## src/rtl/imem_loader_pkg.sv

```systemverilog
// ============================================================================
// imem_loader_pkg : shared state encoding and defaults for the imem loader
// Revision 1.0
// ============================================================================
`default_nettype none

package imem_loader_pkg;

   typedef enum logic [2:0] {
      ST_SYNC = 3'd0,
      ST_LEN  = 3'd1,
      ST_DATA = 3'd2,
      ST_CSUM = 3'd3,
      ST_DONE = 3'd4,
      ST_ERR  = 3'd5
   } state_t;

   localparam logic [7:0] SYNC_BYTE_DEFAULT = 8'hA5;

   // States in which a frame is in progress and the idle timeout applies
   function automatic logic in_frame(input state_t s);
      return (s == ST_LEN) || (s == ST_DATA) || (s == ST_CSUM);
   endfunction

endpackage

`default_nettype wire

```

## src/rtl/imem_loader_idle_timer.sv

```systemverilog
// ============================================================================
// imem_loader_idle_timer : clear/enable idle counter with terminal-count flag
// Revision 1.0
// ============================================================================
`default_nettype none

module imem_loader_idle_timer #(
   parameter int unsigned TIMEOUT = 255,
   localparam int unsigned TW     = $clog2(TIMEOUT + 1)
) (
   input  logic clk,
   input  logic reset,
   input  logic clr,
   input  logic en,
   output logic tc
);

   logic [TW-1:0] count_q;
   logic [TW-1:0] count_d;

   always_comb begin
      count_d = count_q;
      if (clr) begin
         count_d = '0;
      end else if (en) begin
         count_d = count_q + 1'b1;
      end
   end

   // Flags the idle cycle whose increment brings the count up to TIMEOUT
   assign tc = en && !clr && (count_q == TW'(TIMEOUT - 1));

   always_ff @(posedge clk or negedge reset) begin
      if (!reset) begin
         count_q <= '0;
      end else begin
         count_q <= count_d;
      end
   end

endmodule

`default_nettype wire

```

## src/rtl/imem_loader.sv

```systemverilog
// ============================================================================
// imem_loader : writes a framed, checksummed byte stream into imem and
//               holds the CPU in reset until a frame has loaded cleanly
// Revision 1.0
// ============================================================================
`default_nettype none

module imem_loader
   import imem_loader_pkg::*;
#(
   parameter int unsigned     AW      = 8,
   parameter int unsigned     DW      = 8,
   parameter logic [DW-1:0]   SYNC    = DW'(SYNC_BYTE_DEFAULT),
   parameter int unsigned     TIMEOUT = 255
) (
   input  logic          clk,
   input  logic          reset,
   input  logic          start,
   input  logic          in_valid,
   input  logic [DW-1:0] in_data,
   output logic          in_ready,
   output logic          wr_en,
   output logic [AW-1:0] wr_ad,
   output logic [DW-1:0] wr_data,
   output logic          cpu_hold,
   output logic          done,
   output logic          err
);

   state_t        state_q,   state_d;
   logic [AW-1:0] addr_q,    addr_d;
   logic [DW-1:0] sum_q,     sum_d;
   logic [DW:0]   cnt_q,     cnt_d;
   logic          wr_en_q,   wr_en_d;
   logic [AW-1:0] wr_ad_q,   wr_ad_d;
   logic [DW-1:0] wr_data_q, wr_data_d;

   logic accept;
   logic active;
   logic timeout;

   assign active   = in_frame(state_q);
   assign in_ready = active || (state_q == ST_SYNC);
   assign accept   = in_valid && in_ready;

   imem_loader_idle_timer #(
      .TIMEOUT (TIMEOUT)
   ) u_idle_timer (
      .clk   (clk),
      .reset (reset),
      .clr   (accept || !active),
      .en    (active && !accept),
      .tc    (timeout)
   );

   always_comb begin
      state_d   = state_q;
      addr_d    = addr_q;
      sum_d     = sum_q;
      cnt_d     = cnt_q;
      wr_en_d   = 1'b0;
      wr_ad_d   = wr_ad_q;
      wr_data_d = wr_data_q;

      case (state_q)
         ST_SYNC: begin
            if (accept && (in_data == SYNC)) begin
               state_d = ST_LEN;
            end
         end
         ST_LEN: begin
            if (accept) begin
               // A length byte of zero stands for a full 2^DW-byte frame
               cnt_d   = (in_data == '0) ? {1'b1, {DW{1'b0}}} : {1'b0, in_data};
               addr_d  = '0;
               sum_d   = '0;
               state_d = ST_DATA;
            end else if (timeout) begin
               state_d = ST_ERR;
            end
         end
         ST_DATA: begin
            if (accept) begin
               wr_en_d   = 1'b1;
               wr_ad_d   = addr_q;
               wr_data_d = in_data;
               addr_d    = addr_q + 1'b1;
               sum_d     = sum_q + in_data;
               cnt_d     = cnt_q - 1'b1;
               if (cnt_q == {{DW{1'b0}}, 1'b1}) begin
                  state_d = ST_CSUM;
               end
            end else if (timeout) begin
               state_d = ST_ERR;
            end
         end
         ST_CSUM: begin
            if (accept) begin
               state_d = (in_data == sum_q) ? ST_DONE : ST_ERR;
            end else if (timeout) begin
               state_d = ST_ERR;
            end
         end
         ST_DONE, ST_ERR: begin
            if (start) begin
               state_d = ST_SYNC;
            end
         end
         default: begin
            state_d = ST_SYNC;
         end
      endcase
   end

   always_ff @(posedge clk or negedge reset) begin
      if (!reset) begin
         state_q   <= ST_SYNC;
         addr_q    <= '0;
         sum_q     <= '0;
         cnt_q     <= '0;
         wr_en_q   <= 1'b0;
         wr_ad_q   <= '0;
         wr_data_q <= '0;
      end else begin
         state_q   <= state_d;
         addr_q    <= addr_d;
         sum_q     <= sum_d;
         cnt_q     <= cnt_d;
         wr_en_q   <= wr_en_d;
         wr_ad_q   <= wr_ad_d;
         wr_data_q <= wr_data_d;
      end
   end

   assign wr_en    = wr_en_q;
   assign wr_ad    = wr_ad_q;
   assign wr_data  = wr_data_q;
   assign done     = (state_q == ST_DONE);
   assign err      = (state_q == ST_ERR);
   assign cpu_hold = !done;

endmodule

`default_nettype wire

```

## config.mk

```make
export PLATFORM = sky130hd
export DESIGN_NAME = imem_loader
export DESIGN_NICKNAME = d
export VERILOG_FILES = /design/src/rtl/imem_loader_pkg.sv /design/src/rtl/imem_loader_idle_timer.sv /design/src/rtl/imem_loader.sv
export SDC_FILE = /design/constraint.sdc
export NUM_CORES = 1
export LEC_CHECK = 0
export BUFFER_PORTS_ARGS = -buffer_cell sky130_fd_sc_hd__buf_4
export CORE_MARGIN = 1.5
export CORE_UTILIZATION = 40
export DETAILED_ROUTE_END_ITERATION = 8
export PLACE_DENSITY = 0.63
export SLEW_MARGIN = 0
export SYNTH_ARGS = -nofsm -noshare
export SYNTH_HDL_FRONTEND = slang
export SYNTH_SLANG_ARGS = --single-unit
export TNS_END_PERCENT = 100
```

## constraint.sdc

```tcl
create_clock -name clk -period 2.2 [get_ports clk]
set_input_delay 0.44 -clock clk [delete_from_list [all_inputs] [get_ports clk]]
set_output_delay 0.44 -clock clk [all_outputs]
set_load 0.02 [all_outputs]
```

# == Yosys cells after proc, flatten, opt, wreduce, memory -nomap -nowiden ==
# Cells that the tools add are included.
# totals
ff_bits,53
input_bits,12
out_inout_bits,21
word_cells,69
# classes
add_sub_neg,4
n_eq_ne,14
mux,22
n_reduce_logical,21
# op_table
operator,n
8-bit 2-to-1 mux,5
8-bit one-hot mux with 2 select lines,2
9-bit 2-to-1 mux,3
3-bit 2-to-1 mux,7
9-bit one-hot mux with 2 select lines,1
8-bit by 1-bit adder with 8-bit output (second input constant),2
8-bit == test (second input constant),2
3-bit one-hot mux with 5 select lines,1
9-bit by 1-bit == test with 1-bit output (second input constant),1
9-bit by 1-bit subtractor with 9-bit output (second input constant),1
8-bit adder,1
8-bit == test,1
8-bit zero test,1
3-bit by 2-bit == test with 1-bit output (second input constant),2
3-bit == test (second input constant),2
2-bit != test (second input constant),3
3-bit AND reduction,2
1-bit logical AND,5
1-bit zero test,4
1-bit logical OR,4
2-bit nonzero test,2
3-bit by 1-bit == test with 1-bit output (second input constant),1
3-bit zero test,1
1-bit 2-to-1 mux,3
4 further kinds,4

# == Logic depth before layout (Yosys ltp) ==
# logic_depth
word_depth,12
mapped_depth,8
ltp_nobuf,7

# == Cells and area by module ==
# Synthesis repeated with hierarchy kept, for this count alone.
# unflattened
cells_unflattened,323
area_unflattened_um2,2924.1
# by_module_without_submodules
mod,instances,cells_per_inst,area_each_um2,seq_area_each_um2
imem_loader,1,282,2511.2,1126.1
imem_loader_idle_timer,1,41,412.9,200.2

# == Least setup slack after synthesis ==
# Ideal clock, no wire load.
# synth_timing
path_kind,input port to flip-flop
from,input in_data[0]
to,register sum_q[6]
setup_time_ps,122
arrival_time_ps,1686
t_required_ps,2078
slack_ps,393
path_stages,7
path_buffers,0
path_cell_list,ha_1 fa_1 a21oi_1 o21ai_0 a21oi_1 xor2_1 o21ai_1
# synth_between
elab_chain_len,3
# synth_rtl
element,line_no,source
from (decl),imem_loader.sv:20,"input logic [DW-1:0] in_data,"
8-bit adder,imem_loader.sv:88,sum_d = sum_q + in_data;
8-bit 2-to-1 mux,imem_loader.sv:83,if (accept) begin
8-bit one-hot mux with 2 select lines,imem_loader.sv:65,case (state_q)
to (signal assigned),imem_loader.sv:127,sum_q <= sum_d;
to (decl),imem_loader.sv:32,"logic [DW-1:0] sum_q, sum_d;"
# Every way passes these cells. The select of a mux whose other input is x is not followed.
# A chain may end at the register's enable or synchronous reset.

# == Final worst setup path ==
# layout_timing
from,register sum_q[0]
to,register sum_q[6]
# layout_between
elab_chain_len,3
# layout_rtl
element,line_no
8-bit adder,imem_loader.sv:88
8-bit 2-to-1 mux,imem_loader.sv:83
8-bit one-hot mux with 2 select lines,imem_loader.sv:65
# Every way passes these cells. The select of a mux whose other input is x is not followed.

==> run summary <==
## Global route
* **initial antenna violation count** 0
* **global route total overflow** 0
* **GRT Overall Usage** 16.7%
* **maximum number of pins on one net before global-route repair** 54
* **first-pass GRT wire length** 10.1 mm
* **vias in the first global route** 2104

## Synthesis
* **post-synthesis instance total** 312
* **top-area cell type share of the netlist area** 46.7%
* **synthesized-area fraction occupied by xor and xnor cells** 4.59%
* **net count after synthesis** 337
* **simple-gate area share of the yosys netlist** 22.0%
* **post-synthesis compound-gate area fraction** 16.0%
* **sequential fraction of the synthesis area** 46.7%
* **mux share of post-synthesis cell area** 0%
* **register bit count reported by yosys** 53
* **mean cell area of the mapped netlist** 9.10 µm²
* **most area-consuming cells after synthesis** sky130_fd_sc_hd__dfrtp_1 (47%), sky130_fd_sc_hd__nand2_1 (8.6%), sky130_fd_sc_hd__o21ai_1 (5.5%)
* **synthesized-area fraction occupied by adder cells** 6.00%
* **combined area of all synthesized cells** 2840 µm²
* **dominant combinational cell family by area after synthesis** simple AND/OR/NAND/NOR gates
* **dominant cell type by area after synthesis** sky130_fd_sc_hd__dfrtp_1
* **Yosys warnings** 0
* **number of distinct library cells after synthesis** 44

## Final layout
* **ratio of cells with drive above 1 in the final layout** 15.8%
* **fillers** 703
* **area occupied by multi-input gates** 1380 µm²
* **final net count** 366
* **synthesis-to-finish area growth** 13.4%
* **antenna cell count** 0
* **Final Core Density** 47.1%
* **Reg area** 1330 µm²

## Hold path
* **path class of the lowest-slack min-delay path** in -> async

## Clocking
* **number of cells upsized or downsized after cts** 0
* **sink count of the clock tree** 53
* **CTS H-Tree Depth** 2
* **clock edge transition at the registers on the reported setup and hold paths** 90 ps
* **clk_lat worst skew** 300 ps
* **number of buffers added by the clock tree synthesis step** 5
* **TritonCTS clock tree** done
* **count of buffers added by post-CTS timing repair for setup** 0
* **Max Buffers Root-to-Sink** 2
* **library cell used as clock root buffer** sky130_fd_sc_hd__clkbuf_8
* **Post-CTS Hold Buffers** 0

## Floorplanning
* **row count** 30
* **I/O pin count** 33
* **Die Width** 87.2 µm
* **Core Footprint** 6830 µm²
* **initial cell density of the core** 41.5%
* **Die Outline Area** 7610 µm²
* **overall die height** 87.2 µm

## Setup path
* **reg-to-reg slack, setup** 320 ps
* **Req. time, crit path** 2380 ps
* **peak fanout along the critical path** 3
* **arrival time at the worst endpoint** 2060 ps
* **reg2reg path depth** 7
* **Worst setup EP type** register
* **class of the most critical setup path** reg -> reg
* **Worst setup SP type** register
* **reg-to-reg critical path endpoint** sum_q[6]
* **worst flop-to-flop path startpoint** sum_q[0]

## Timing
* **final number of setup-violating endpoints** 0
* **Tightest Pin Transition** 665 ps
* **RSZ-0062 raised after global routing** false
* **minimum clock period after layout** 1880 ps
* **number of failing hold endpoints at the final stage** 0
* **worst setup skew after layout** 7.69 ps
* **post-route clock period utilization** 85.6%
* **number of max-slew violations in the final report** 0
* **highest clock frequency the design can meet** 531 MHz
* **Post-Route Setup TNS** 0 ps
* **relative slew slack** 55.6%

## Place
* **I/O Buffers** 32
* **Final HPWL DP** 3.98 mm
* **final weighted congestion in routability-driven placement** 0.885

## Route
* **detailed-route vias per instance** 5.15
* **Avg WL per Cell** 13.2 µm
* **drc violations** 0
* **detailed-route via count** 2249
* **number of nets still failing antenna checks after routing** 0
* **first-pass detailed-route iteration total** 4
* **violation count after the first detailed-routing iteration** 82
* **WL final** 5.78 mm

## Pwr
* **worst IR drop on VDD** 0.506 mV
* **power density relative to cell area** 1130 nW/µm²
* **Static Leak** 1.55 nW

## Status
* **result of the run** complete, no violations

## Flow run
* **number of max-cap violations** 0

[final cells by class]
class	count	area share, %
clock buffer	6	2.57
clock inverter	1	0.233
tap	96	3.73
sequential	53	41.2
inverter	9	1.05
multi-input combinational	236	42.8
timing repair buffer	36	8.40
[routing by layer]
layer	part of all wire, %	routed length [µm]	vias up	GRT usage (%)
met5	0	0	-	0
met4	0.80	46	0	4.62
met3	3.7	214	4	2.75
met2	44	2530	39	25.4
met1	52	2980	1070	24.8
li1	-	-	1136	-
[layout by cell type, fill, tap and decap left out, types with 5 or more instances in the layout]
| cell type | instances |
|---|---|
| sky130_fd_sc_hd__a21oi_1 | 14 |
| sky130_fd_sc_hd__buf_4 | 36 |
| sky130_fd_sc_hd__clkbuf_8 | 6 |
| sky130_fd_sc_hd__dfrtp_1 | 53 |
| sky130_fd_sc_hd__ha_1 | 12 |
| sky130_fd_sc_hd__inv_1 | 6 |
| sky130_fd_sc_hd__nand2_1 | 65 |
| sky130_fd_sc_hd__nand4_1 | 8 |
| sky130_fd_sc_hd__nor2_1 | 29 |
| sky130_fd_sc_hd__nor3_1 | 6 |
| sky130_fd_sc_hd__nor4_1 | 5 |
| sky130_fd_sc_hd__o21ai_1 | 31 |
| sky130_fd_sc_hd__xor2_1 | 11 |
[how the worst max path moves through the flow]
stage	from	endpoint	slack, ps	cells past startpoint
after floorplan	in_data[0]	sum_q[6]	390	7
after global placement	in_data[0]	sum_q[6]	150	8
after detailed placement	in_data[0]	sum_q[6]	120	8
after CTS	sum_q[0]	sum_q[6]	320	7
after global routing	sum_q[0]	sum_q[6]	230	7
final	sum_q[0]	sum_q[6]	320	7
[state kept, by name (all words and copies together) (netlist names)]
name and cells:
addr_q 8, cnt_q 9, state_q 3, sum_q 8, u_idle_timer.count_q 8, wr_ad 8, wr_data 8, wr_en 1
[cell usage after synthesis (all sizes together)]
library cell and n:
nor3b 2, a31oi 4, buf 13, nand2 65
nor2 29, o211ai 1, a21o 2, and4 2
inv 9, nor3 7, nand2b 4, xnor2 2
and2 1, nor4 6, o22ai 2, a22o 4
nand4 8, xor2 12, a22oi 2, dfrtp 53
a21oi 15, o21bai 2, a311o 1, fa 1
ha 12, o21a 1, o221ai 1, clkbuf 1
nand3 6, o21ai 35, or3b 1, a21boi 1
and3 4, a211oi 3
[metrics by stage]
step                instance area (µm²)  instances  total power, mW  hold WS (ps)  setup WS (ps)
CTS                                3220        437             3.68           194            322
finish                             3220        437             3.65           160            316
global route                       3220        437             3.96           216            228
global placement                   3130        430             3.07           462            154
detailed placement                 3130        430             3.11           463            121
floorplan                          2840        312             2.71           144            393
[cell families after synthesis]
| kind of cell | Yosys count |
|---|---|
| XOR/XNOR | 14 |
| AO/OA/AOI/OAI | 74 |
| flip-flops | 53 |
| buffers and inverters | 23 |
| adder cells (fa/ha/maj) | 13 |
| AND/OR/NAND/NOR | 135 |
[power breakdown]
group / switching, mW / leakage, nW / internal, mW
Combinational: 0.942 / 0.810 / 0.634
Clock: 0.314 / 0.0433 / 0.249
Sequential: 0.272 / 0.700 / 1.24
Total: 1.53 / 1.55 / 2.12
[critical path, cell delays in order (launching register included)]
cell and delay [ps]:
sky130_fd_sc_hd__dfrtp_1 400, sky130_fd_sc_hd__ha_1 230, sky130_fd_sc_hd__fa_1 420, sky130_fd_sc_hd__a21oi_1 200, sky130_fd_sc_hd__o21ai_0 110, sky130_fd_sc_hd__a21oi_1 170, sky130_fd_sc_hd__xor2_1 160, sky130_fd_sc_hd__o21ai_1 70
Power figures use the tool's default switching activity.
